## src/rtl/dump_pkg.sv

```systemverilog
// Shared types and constants for the debug dump UART transmitter.
package dump_pkg;

  typedef enum logic [1:0] {
    IDLE      = 2'd0,
    NEXT_CHAR = 2'd1,
    WAIT_BYTE = 2'd2
  } state_e;

  localparam int         CHARS_PER_FRAME = 31;
  localparam logic [4:0] LAST_IDX        = 5'(CHARS_PER_FRAME - 1);
  localparam logic [4:0] CR_IDX          = 5'(CHARS_PER_FRAME - 2);

  localparam logic [7:0] SPACE   = 8'h20;
  localparam logic [7:0] CR      = 8'h0D;
  localparam logic [7:0] LF      = 8'h0A;
  localparam logic [7:0] ZERO    = 8'h30;
  localparam logic [7:0] A_UPPER = 8'h41;

endpackage

```

## src/rtl/dump_tx_uart.sv

```systemverilog
// 8N1 byte serializer: start bit, 8 data bits LSB first, stop bit; done pulses
// during the final cycle of the stop bit so the next byte can follow immediately.
module uart_tx_byte #(
  parameter int CLKS_PER_BIT = 434
) (
  input  logic       clock,
  input  logic       reset,
  input  logic       start,
  input  logic [7:0] data,
  output logic       tx,
  output logic       done
);

  localparam int                BAUD_W    = $clog2(CLKS_PER_BIT);
  localparam logic [BAUD_W-1:0] BAUD_LAST = BAUD_W'(CLKS_PER_BIT - 1);
  localparam logic [3:0]        STOP_BIT  = 4'd9;

  logic              active_q, active_d;
  logic [BAUD_W-1:0] baud_q, baud_d;
  logic [3:0]        bit_q, bit_d;
  logic [8:0]        shift_q, shift_d;
  logic              tx_q, tx_d;
  logic              bit_end;

  assign bit_end = active_q && (baud_q == BAUD_LAST);
  assign done    = bit_end && (bit_q == STOP_BIT);
  assign tx      = tx_q;

  always_comb begin
    active_d = active_q;
    baud_d   = baud_q;
    bit_d    = bit_q;
    shift_d  = shift_q;
    tx_d     = tx_q;
    if (!active_q) begin
      if (start) begin
        active_d = 1'b1;
        tx_d     = 1'b0;
        shift_d  = {1'b1, data};  // stop bit rides in behind the data
        baud_d   = '0;
        bit_d    = '0;
      end
    end else if (bit_end) begin
      baud_d = '0;
      if (bit_q == STOP_BIT) begin
        active_d = 1'b0;
        tx_d     = 1'b1;
        bit_d    = '0;
      end else begin
        tx_d    = shift_q[0];
        shift_d = {1'b1, shift_q[8:1]};
        bit_d   = bit_q + 4'd1;
      end
    end else begin
      baud_d = baud_q + BAUD_W'(1);
    end
  end

  always_ff @(posedge clock) begin
    if (reset) begin
      active_q <= 1'b0;
      baud_q   <= '0;
      bit_q    <= '0;
      shift_q  <= '0;
      tx_q     <= 1'b1;
    end else begin
      active_q <= active_d;
      baud_q   <= baud_d;
      bit_q    <= bit_d;
      shift_q  <= shift_d;
      tx_q     <= tx_d;
    end
  end

endmodule

```

## src/rtl/dump_tx.sv

```systemverilog
// Sends a 31-char ASCII hex dump of six snapshotted 16-bit debug words over a
// UART line each time trigger is seen while idle.
module dump_tx
  import dump_pkg::*;
#(
  parameter int CLKS_PER_BIT = 434
) (
  input  logic        clock,
  input  logic        reset,
  input  logic [15:0] in1,
  input  logic [15:0] in2,
  input  logic [15:0] in3,
  input  logic [15:0] in4,
  input  logic [15:0] in5,
  input  logic [15:0] in6,
  input  logic        trigger,
  output logic        tx,
  output logic        busy
);

  state_e      state_q, state_d;
  logic [4:0]  idx_q, idx_d;
  logic [15:0] snap_q [6];
  logic [15:0] snap_d [6];
  logic        start;
  logic        byte_done;
  logic [7:0]  char_sel;
  logic [15:0] word;
  logic [4:0]  pos;
  logic [3:0]  nib;

  function automatic logic [7:0] hex_ascii(input logic [3:0] n);
    if (n < 4'd10) return ZERO + {4'h0, n};
    else           return A_UPPER + {4'h0, n} - 8'd10;
  endfunction

  always_ff @(posedge clock) begin
    if (reset) state_q <= IDLE;
    else       state_q <= state_d;
  end

  always_comb begin
    state_d = state_q;
    case (state_q)
      IDLE:      if (trigger) state_d = NEXT_CHAR;
      NEXT_CHAR: state_d = WAIT_BYTE;
      WAIT_BYTE: if (byte_done) state_d = (idx_q == LAST_IDX) ? IDLE : NEXT_CHAR;
      default:   state_d = IDLE;
    endcase
  end

  always_comb begin
    busy  = (state_q != IDLE);
    start = (state_q == NEXT_CHAR);
  end

  always_comb begin
    idx_d  = idx_q;
    snap_d = snap_q;
    if (state_q == IDLE && trigger) begin
      idx_d     = '0;
      snap_d[0] = in1;
      snap_d[1] = in2;
      snap_d[2] = in3;
      snap_d[3] = in4;
      snap_d[4] = in5;
      snap_d[5] = in6;
    end else if (state_q == WAIT_BYTE && byte_done && idx_q < LAST_IDX) begin
      idx_d = idx_q + 5'd1;
    end
  end

  always_ff @(posedge clock) begin
    if (reset) begin
      idx_q <= '0;
      for (int i = 0; i < 6; i++) snap_q[i] <= '0;
    end else begin
      idx_q  <= idx_d;
      snap_q <= snap_d;
    end
  end

  // Each word spans 5 chars (4 digits + separator); find word and digit position.
  always_comb begin
    word = snap_q[0];
    pos  = idx_q;
    for (int w = 1; w < 6; w++) begin
      if (idx_q >= 5'(5 * w)) begin
        word = snap_q[w];
        pos  = idx_q - 5'(5 * w);
      end
    end
    case (pos[1:0])
      2'd0:    nib = word[15:12];
      2'd1:    nib = word[11:8];
      2'd2:    nib = word[7:4];
      default: nib = word[3:0];
    endcase
    if (idx_q == CR_IDX)        char_sel = CR;
    else if (idx_q == LAST_IDX) char_sel = LF;
    else if (pos == 5'd4)       char_sel = SPACE;
    else                        char_sel = hex_ascii(nib);
  end

  uart_tx_byte #(
    .CLKS_PER_BIT(CLKS_PER_BIT)
  ) u_uart (
    .clock(clock),
    .reset(reset),
    .start(start),
    .data (char_sel),
    .tx   (tx),
    .done (byte_done)
  );

endmodule
```

## config.mk

```make
export PLATFORM = sky130hd
export DESIGN_NAME = dump_tx
export DESIGN_NICKNAME = d
export VERILOG_FILES = /design/src/rtl/dump_pkg.sv /design/src/rtl/dump_tx_uart.sv /design/src/rtl/dump_tx.sv
export SDC_FILE = /design/constraint.sdc
export NUM_CORES = 1
export LEC_CHECK = 0
export ABC_AREA = 0
export ABC_CLOCK_PERIOD_IN_PS = 3300
export BUFFER_PORTS_ARGS = -buffer_cell sky130_fd_sc_hd__buf_2
export CORE_MARGIN = 3
export CORE_UTILIZATION = 51
export DETAILED_ROUTE_END_ITERATION = 8
export GPL_TIMING_DRIVEN = 0
export PLACE_DENSITY = 0.74
export SYNTH_ARGS = -nofsm -noshare
export SYNTH_HDL_FRONTEND = slang
export SYNTH_SLANG_ARGS = --single-unit
```

## constraint.sdc

```tcl
create_clock -name clock -period 3.3 [get_ports clock]
set_clock_uncertainty 0.2 [all_clocks]
set_input_delay 0.66 -clock clock [delete_from_list [all_inputs] [get_ports clock]]
set_output_delay 0.66 -clock clock [all_outputs]
set_load 0.01 [all_outputs]
```

==> impl_metrics.ini, run 1 <==
[global_routing]
grt_pass1_wl_um = 31600
grt_start_max_net_pins = 17
track_usage_pct = 28.6
grt_pass1_vias = 6266
antenna_found_initial = 0
grt-ovfl-total = 0

[setup_path]
worstPathCellList = buf_8 -> inv_8 -> ha_4 -> a211oi_4 -> and2_1 -> buf_6 -> buf_12 -> mux2i_4 -> a2111oi_4 -> a2111oi_4 -> a21oi_2 -> o211ai_4 -> ha_4 -> nand2_2 -> nand3_2 -> a311oi_2
path_buf_inv = 4
end_kind = flop
cpPeakStageDelay_ns = 0.38
worstPathMaxFanout = 9
arrival_ns = 3.60
cp.required_ns = 3.44
cpLargestDelayFamily = compound AO/OA/AOI/OAI gates
crit_slowest_cell = dfxtp_4
crit_type = flop to flop
startpoint_type = flop

[clock_tree]
clock_latency_ns = 0.43
cts_tree = built
clk_path_buf_depth = 2
htree_levels = 4
clock-root-buffer = clkbuf_16
clock_sinks = 127
cts_made_buffers = 17
clkSlewWorstSetupHoldPaths_ns = 0.06

[pwr]
power.leakage_nw = 3.41
powerDensity_nw_per_um2 = 447
ir_drop_uv = 357
power.total_mw = 3.84

[floorplanning]
num_io_pins = 101
die_w_um = 118
die_h_um = 118
dieArea_um2 = 13900
initial_core_util_pct = 52.8
coreArea_um2 = 12100
rows = 40

[min_path]
hp-class = flop to flop

[cells_and_area]
layout_commonest_cell = nand2_1
areaGrowthSynthToFinish_pct = 34.3
layoutNonFillerInstCount = 1179
diodes = 0
drive_above_1_share_pct = 27.7
nets = 1116
seqCellArea_um2 = 2560
most-common-layout-cells = nand2_1 (218), a21oi_1 (126), dfxtp_1 (122)
fillers = 982
multi_input_area_um2 = 4050

[sta]
finalSetupViolCount = 6
relSlewSlack_pct = 49.4
layout_min_cycle_time_ns = 3.45
setup_ws_ns = -0.155
fmaxAchievable_ghz = 0.289
rsz0062_at_grt = true
drv_slew = 0
period_share_pct = 105
hold_viol = 0
tightestPinTransition_ns = 0.760

[run_status]
failed_checks = setup timing
status = complete, but fails checks

[logic_synthesis]
synthFlopType = dfxtp_1
syn_inst = 836
synth_nets = 954
yosysWarnings = 0
synth_edf_count = 0
synthDistinctLibCells = 74
synth_area_um2 = 6400
ys_ff_latch = 127
seq_area_frac_synth_pct = 39.7
synth_async_sr_flop_share_pct = 0
syn_avg_cell_area_um2 = 7.65

[flow_run]
max_cap_violations = 0

[drt]
wire_per_inst_um = 17.4
drt_iter0_drc = 582
ant_nets = 0
drcViolationCount = 0
routed_wl_um = 20600
vias = 6822
first_pass_iters = 5
via_per_inst = 5.79

[place]
dp.cells = 1103
routabilityCongestion = 0.936
hpwl_um = 13700
io_buffers = 99
where the power goes:
group | internal, mW | total (mW) | switching [mW]
Sequential | 1.62 | 1.68 | 0.0618
Combinational | 0.169 | 0.432 | 0.263
Clock | 1.01 | 1.73 | 0.722
Total | 2.80 | 3.84 | 1.05
worst register-to-register path: stages (launching register included):
cell and delay, ns:
dfxtp_4 0.38, buf_8 0.12, inv_8 0.05, ha_4 0.16, a211oi_4 0.30, and2_1 0.18
buf_6 0.14, buf_12 0.14, mux2i_4 0.26, a2111oi_4 0.11, a2111oi_4 0.36, a21oi_2 0.08
o211ai_4 0.24, ha_4 0.24, nand2_2 0.06, nand3_2 0.09, a311oi_2 0.26
registers in the layout, summed over array words and instances, names as in the netlist:
signal	flops
snap_q	96
u_uart.bit_q	4
u_uart.shift_q	9
u_uart.baud_q	9
state_q	2
idx_q	5
u_uart.tx	1
u_uart.active_q	1
through the flow:
step	hold WS [ns]	util (%)	area [um2]	worst slack, ns	TNS [ns]
3_5_place_dp	0.246	59.9	7250	-0.775	-4.22
6_report	0.253	70.9	8590	-0.155	-0.585
2_1_floorplan	0.232	-	6550	-0.0265	-0.0471
5_1_grt	0.252	70.9	8590	-0.254	-1.42
3_3_place_gp	0.241	59.9	7250	-0.737	-3.94
4_1_cts	0.254	68.3	8270	-0.0421	-0.0988
cells by family after synthesis:
group                    Yosys count  share of synthesized area, %
buffers and inverters             64                          4.50
XOR/XNOR                          11                          1.51
multiplexers                      11                          1.76
flip-flops                       127                          39.7
AND/OR/NAND/NOR                  366                          25.5
AO/OA/AOI/OAI                    238                          23.3
adder cells (fa/ha/maj)           19                          3.72
synthesized netlist by cell type, types with 4 or more instances:
library cell	number	area share (%)
nand2_1	223	13
a21oi_1	131	10
dfxtp_1	127	40
nor2_1	47	2.8
clkbuf_1	40	2.3
o21ai_0	31	2.4
ha_1	19	3.7
nor3_1	16	1.3
a211oi_1	12	1.4
nand3_1	12	0.94
and3_1	10	0.98
xnor2_1	10	1.4
mux2i_1	9	1.4
or3_1	9	0.88
inv_1	8	0.47
nand3b_1	8	0.94
a31oi_1	7	0.68
nand2b_1	7	0.68
and2_1	6	0.59
nor2b_1	6	0.59
nor4_1	6	0.59
o211ai_1	5	0.59
a21o_1	4	0.47
a221oi_1	4	0.55
a311oi_1	4	0.55
buf_1	4	0.23
buf_6	4	0.70
nor3b_1	4	0.47
layout make-up:
cell class                 count  area share (%)
clock inverter                11           0.961
sequential                   127            29.8
buffer                        54            3.77
multi-input combinational    645            47.1
tap                          168            2.45
clock buffer                  21            5.38
inverter                      10           0.641
timing repair buffer         143            9.92
worst paths after layout:
path | from | endpoint | slack (ns) | cells after the start
worst max register to register | idx_q[3] | u_uart.shift_q[1] | -0.15 | 16
worst min register to register | snap_q[59] | snap_q[59] | 0.25 | 2
worst min-delay path | snap_q[59] | snap_q[59] | 0.25 | 2
worst max-delay path | idx_q[3] | u_uart.shift_q[1] | -0.15 | 16
per-layer routing:
metal,track usage [%],vias to the layer above,wire length [um],part of all wire [%]
met5,0,-,0,0
met4,13.8,0,757,3.7
met1,36.3,3220,8540,42
met3,5.91,58,1400,6.8
li1,-,3240,-,-
met2,46.4,304,9870,48
timing repair:
item / 4_1_cts / 5_1_grt
pin swaps: 26 / 34
gates cloned: 1 / 0
buffers inserted: 30 / 13
endpoints found under the setup margin: 7 / 8
resized for setup: 57 / 52
hold buffers: 0 / 0
Note: power is estimated with default switching activity, not from simulation.
==> inputs of run 2 (changes only) <==
--- a/config.mk
+++ b/config.mk
@@ -6,13 +6,13 @@
 export NUM_CORES = 1
 export LEC_CHECK = 0
 export ABC_AREA = 0
-export ABC_CLOCK_PERIOD_IN_PS = 3300
+export ABC_CLOCK_PERIOD_IN_PS = 4300
 export BUFFER_PORTS_ARGS = -buffer_cell sky130_fd_sc_hd__buf_2
-export CORE_MARGIN = 3
-export CORE_UTILIZATION = 51
+export CORE_UTILIZATION = 60
 export DETAILED_ROUTE_END_ITERATION = 8
 export GPL_TIMING_DRIVEN = 0
-export PLACE_DENSITY = 0.74
+export PLACE_DENSITY = 0.82
+export SKIP_LAST_GASP = 1
 export SYNTH_ARGS = -nofsm -noshare
 export SYNTH_HDL_FRONTEND = slang
 export SYNTH_SLANG_ARGS = --single-unit
==> constraint.sdc (replaced) <==
create_clock -name clock -period 4.3 [get_ports clock]
set_clock_uncertainty 0.2 [all_clocks]
set_input_delay 0.86 -clock clock [delete_from_list [all_inputs] [get_ports clock]]
set_output_delay 0.86 -clock clock [all_outputs]
set_load 0.01 [all_outputs]
==> run 2 against run 1 <==
The flow now finishes without violations. Die area fell by 20%. Sequential power decreased by 23%. Final cell count shrank 6.4%. Worst setup slack better by 0.33 ns. Global-route usage grew 7.5 points. Count of clock-buffer cells in the layout increased by 1. Worst hold slack improved by 0.00086 ns. Clock power decreased by 16%. Combinational power is 26% lower. Utilization is 3.6 points higher. First-iteration DRC count up 17%. Non-clock buffer count down 44.
==> impl_metrics.ini, run 2 (synthesis results as in run 1) <==
[sta]
period_share_pct = 95.8
relSlewSlack_pct = 31.3
setup_ws_ns = 0.180
fmaxAchievable_ghz = 0.243
holdWs_ns = 0.254
layout_min_cycle_time_ns = 4.12
tightestPinTransition_ns = 1.03
hold_viol = 0
drv_slew = 0
finalSetupViolCount = 0

[pwr]
power.total_mw = 3.07
power.leakage_nw = 3.09
powerDensity_nw_per_um2 = 399
ir_drop_uv = 308

[setup_path]
r2r_slack_ns = 0.18
worstPathMaxFanout = 10
cpPeakStageDelay_ns = 0.59
end_kind = flop
arrival_ns = 4.36
cp.required_ns = 4.54
crit_type = flop to flop
startpoint_type = flop
reg2reg_from = idx_q[2]
path_depth = 13
path_buf_inv = 3
r2r-end = u_uart.shift_q[5]
crit_top_cell = o21ai_0
crit_slowest_cell = clkbuf_1
worstPathCellList = inv_1 -> ha_1 -> a21boi_2 -> o21ai_0 -> nand2_1 -> clkbuf_1 -> o21ai_0 -> o221ai_1 -> o211ai_1 -> buf_4 -> o21ai_4 -> a211oi_1 -> a2111oi_2
reg2regPathDepth = 13
cpLargestDelayFamily = compound AO/OA/AOI/OAI gates

[place]
io_buffers = 99
dp.cells = 1071
pre_cts_ws_ns = -0.0938
routabilityCongestion = 0.917
hpwl_um = 14200

[cells_and_area]
multi_input_area_um2 = 3590
layout_commonest_cell = nand2_1
areaGrowthSynthToFinish_pct = 20.2
largest_reg_flops = 96
most-common-layout-cells = nand2_1 (223), a21oi_1 (131), dfxtp_1 (125)
seqCellArea_um2 = 2540
fillers = 794
largest_register = snap_q
finalCoreUtilization_pct = 74.5
diodes = 0
reg_top3 = snap_q (96), u_uart.baud_q (9), u_uart.shift_q (9)
nets = 1072
drive_above_1_share_pct = 17.4
layoutNonFillerInstCount = 1103

[floorplanning]
rows = 37
coreArea_um2 = 10300
dieArea_um2 = 11100
initial_core_util_pct = 62.0
die_w_um = 105
die_h_um = 105
num_io_pins = 101

[clock_tree]
cts_made_buffers = 17
clk_path_buf_depth = 2
clkSlewWorstSetupHoldPaths_ns = 0.06
cts_hold_buf = 0
cts_tree = built
clock_latency_ns = 0.53
clock-root-buffer = clkbuf_8
clock_sinks = 127
htree_levels = 4

[global_routing]
grt_pass1_vias = 6357
track_usage_pct = 36.1
grt_start_max_net_pins = 20
antenna_found_initial = 0
grt-ovfl-total = 0
grt_pass1_wl_um = 31000

[min_path]
hold_path_depth = 2
holdPathEnd = snap_q[92]
hp-class = flop to flop
hp-start = snap_q[92]

[drt]
via_per_inst = 5.95
wire_per_inst_um = 17.5
ant_nets = 0
routed_wl_um = 19400
vias = 6561
first_pass_iters = 6
drcViolationCount = 0
drt_iter0_drc = 680

[run_status]
status = complete, no violations

[flow_run]
max_cap_violations = 0
-- run 2: worst min-delay path: stages (launching register included) --
cell and delay, ns:
dfxtp_1 0.31, nand2_1 0.05, a21oi_1 0.05
-- run 2: worst max path at each step --
| stage | from | endpoint | slack (ns) |
|---|---|---|---|
| detailed placement | idx_q[1] | u_uart.shift_q[6] | -0.09 |
| global placement | idx_q[1] | u_uart.shift_q[6] | -0.09 |
| finish | idx_q[2] | u_uart.shift_q[5] | 0.18 |
| global route | idx_q[1] | u_uart.shift_q[6] | -0.02 |
| floorplan | idx_q[2] | u_uart.shift_q[6] | 0.64 |
| CTS | idx_q[1] | u_uart.shift_q[6] | 0.08 |
-- run 2: cell type report --
| cell class | instances | area share, % |
|---|---|---|
| plain buffers | 53 | 3.20 |
| clock buffers | 22 | 6.02 |
| clock inverters | 10 | 1.74 |
| inverters | 10 | 0.521 |
| multi-input cells | 645 | 46.7 |
| flip-flops and latches | 127 | 33.1 |
| well taps | 136 | 2.21 |
| repair buffers | 100 | 6.54 |
-- run 2: metrics by stage --
step                      TNS [ns]  instance area, um2
after detailed placement    -0.275                7060
after global routing       -0.0220                7690
after floorplan                  0                6400
after CTS                        0                7660
after global placement      -0.228                7060
final                            0                7690
-- run 2: routing by layer --
layer | routed length (um) | global-route usage (%) | vias to the layer above | part of all wire [%]
li1 | - | - | 3151 | -
met3 | 1300 | 6.93 | 59 | 6.7
met5 | 0 | 0 | - | 0
met2 | 9110 | 58.6 | 325 | 47
met4 | 827 | 19.3 | 0 | 4.3
met1 | 8110 | 45.4 | 3026 | 42
-- run 2: timing repair --
item / 4_1_cts / 5_1_grt
resized for setup: 0 / 6
pin swaps: 1 / 0
endpoints found under the setup margin: 4 / 7
buffers inserted: 1 / 0
-- run 2: where the power goes --
part / switching (mW) / leakage (nW) / internal, mW / total [mW]
clock: 0.529 / 0.291 / 0.927 / 1.46
combinational: 0.201 / 1.76 / 0.119 / 0.320
sequential: 0.0431 / 1.04 / 1.25 / 1.29
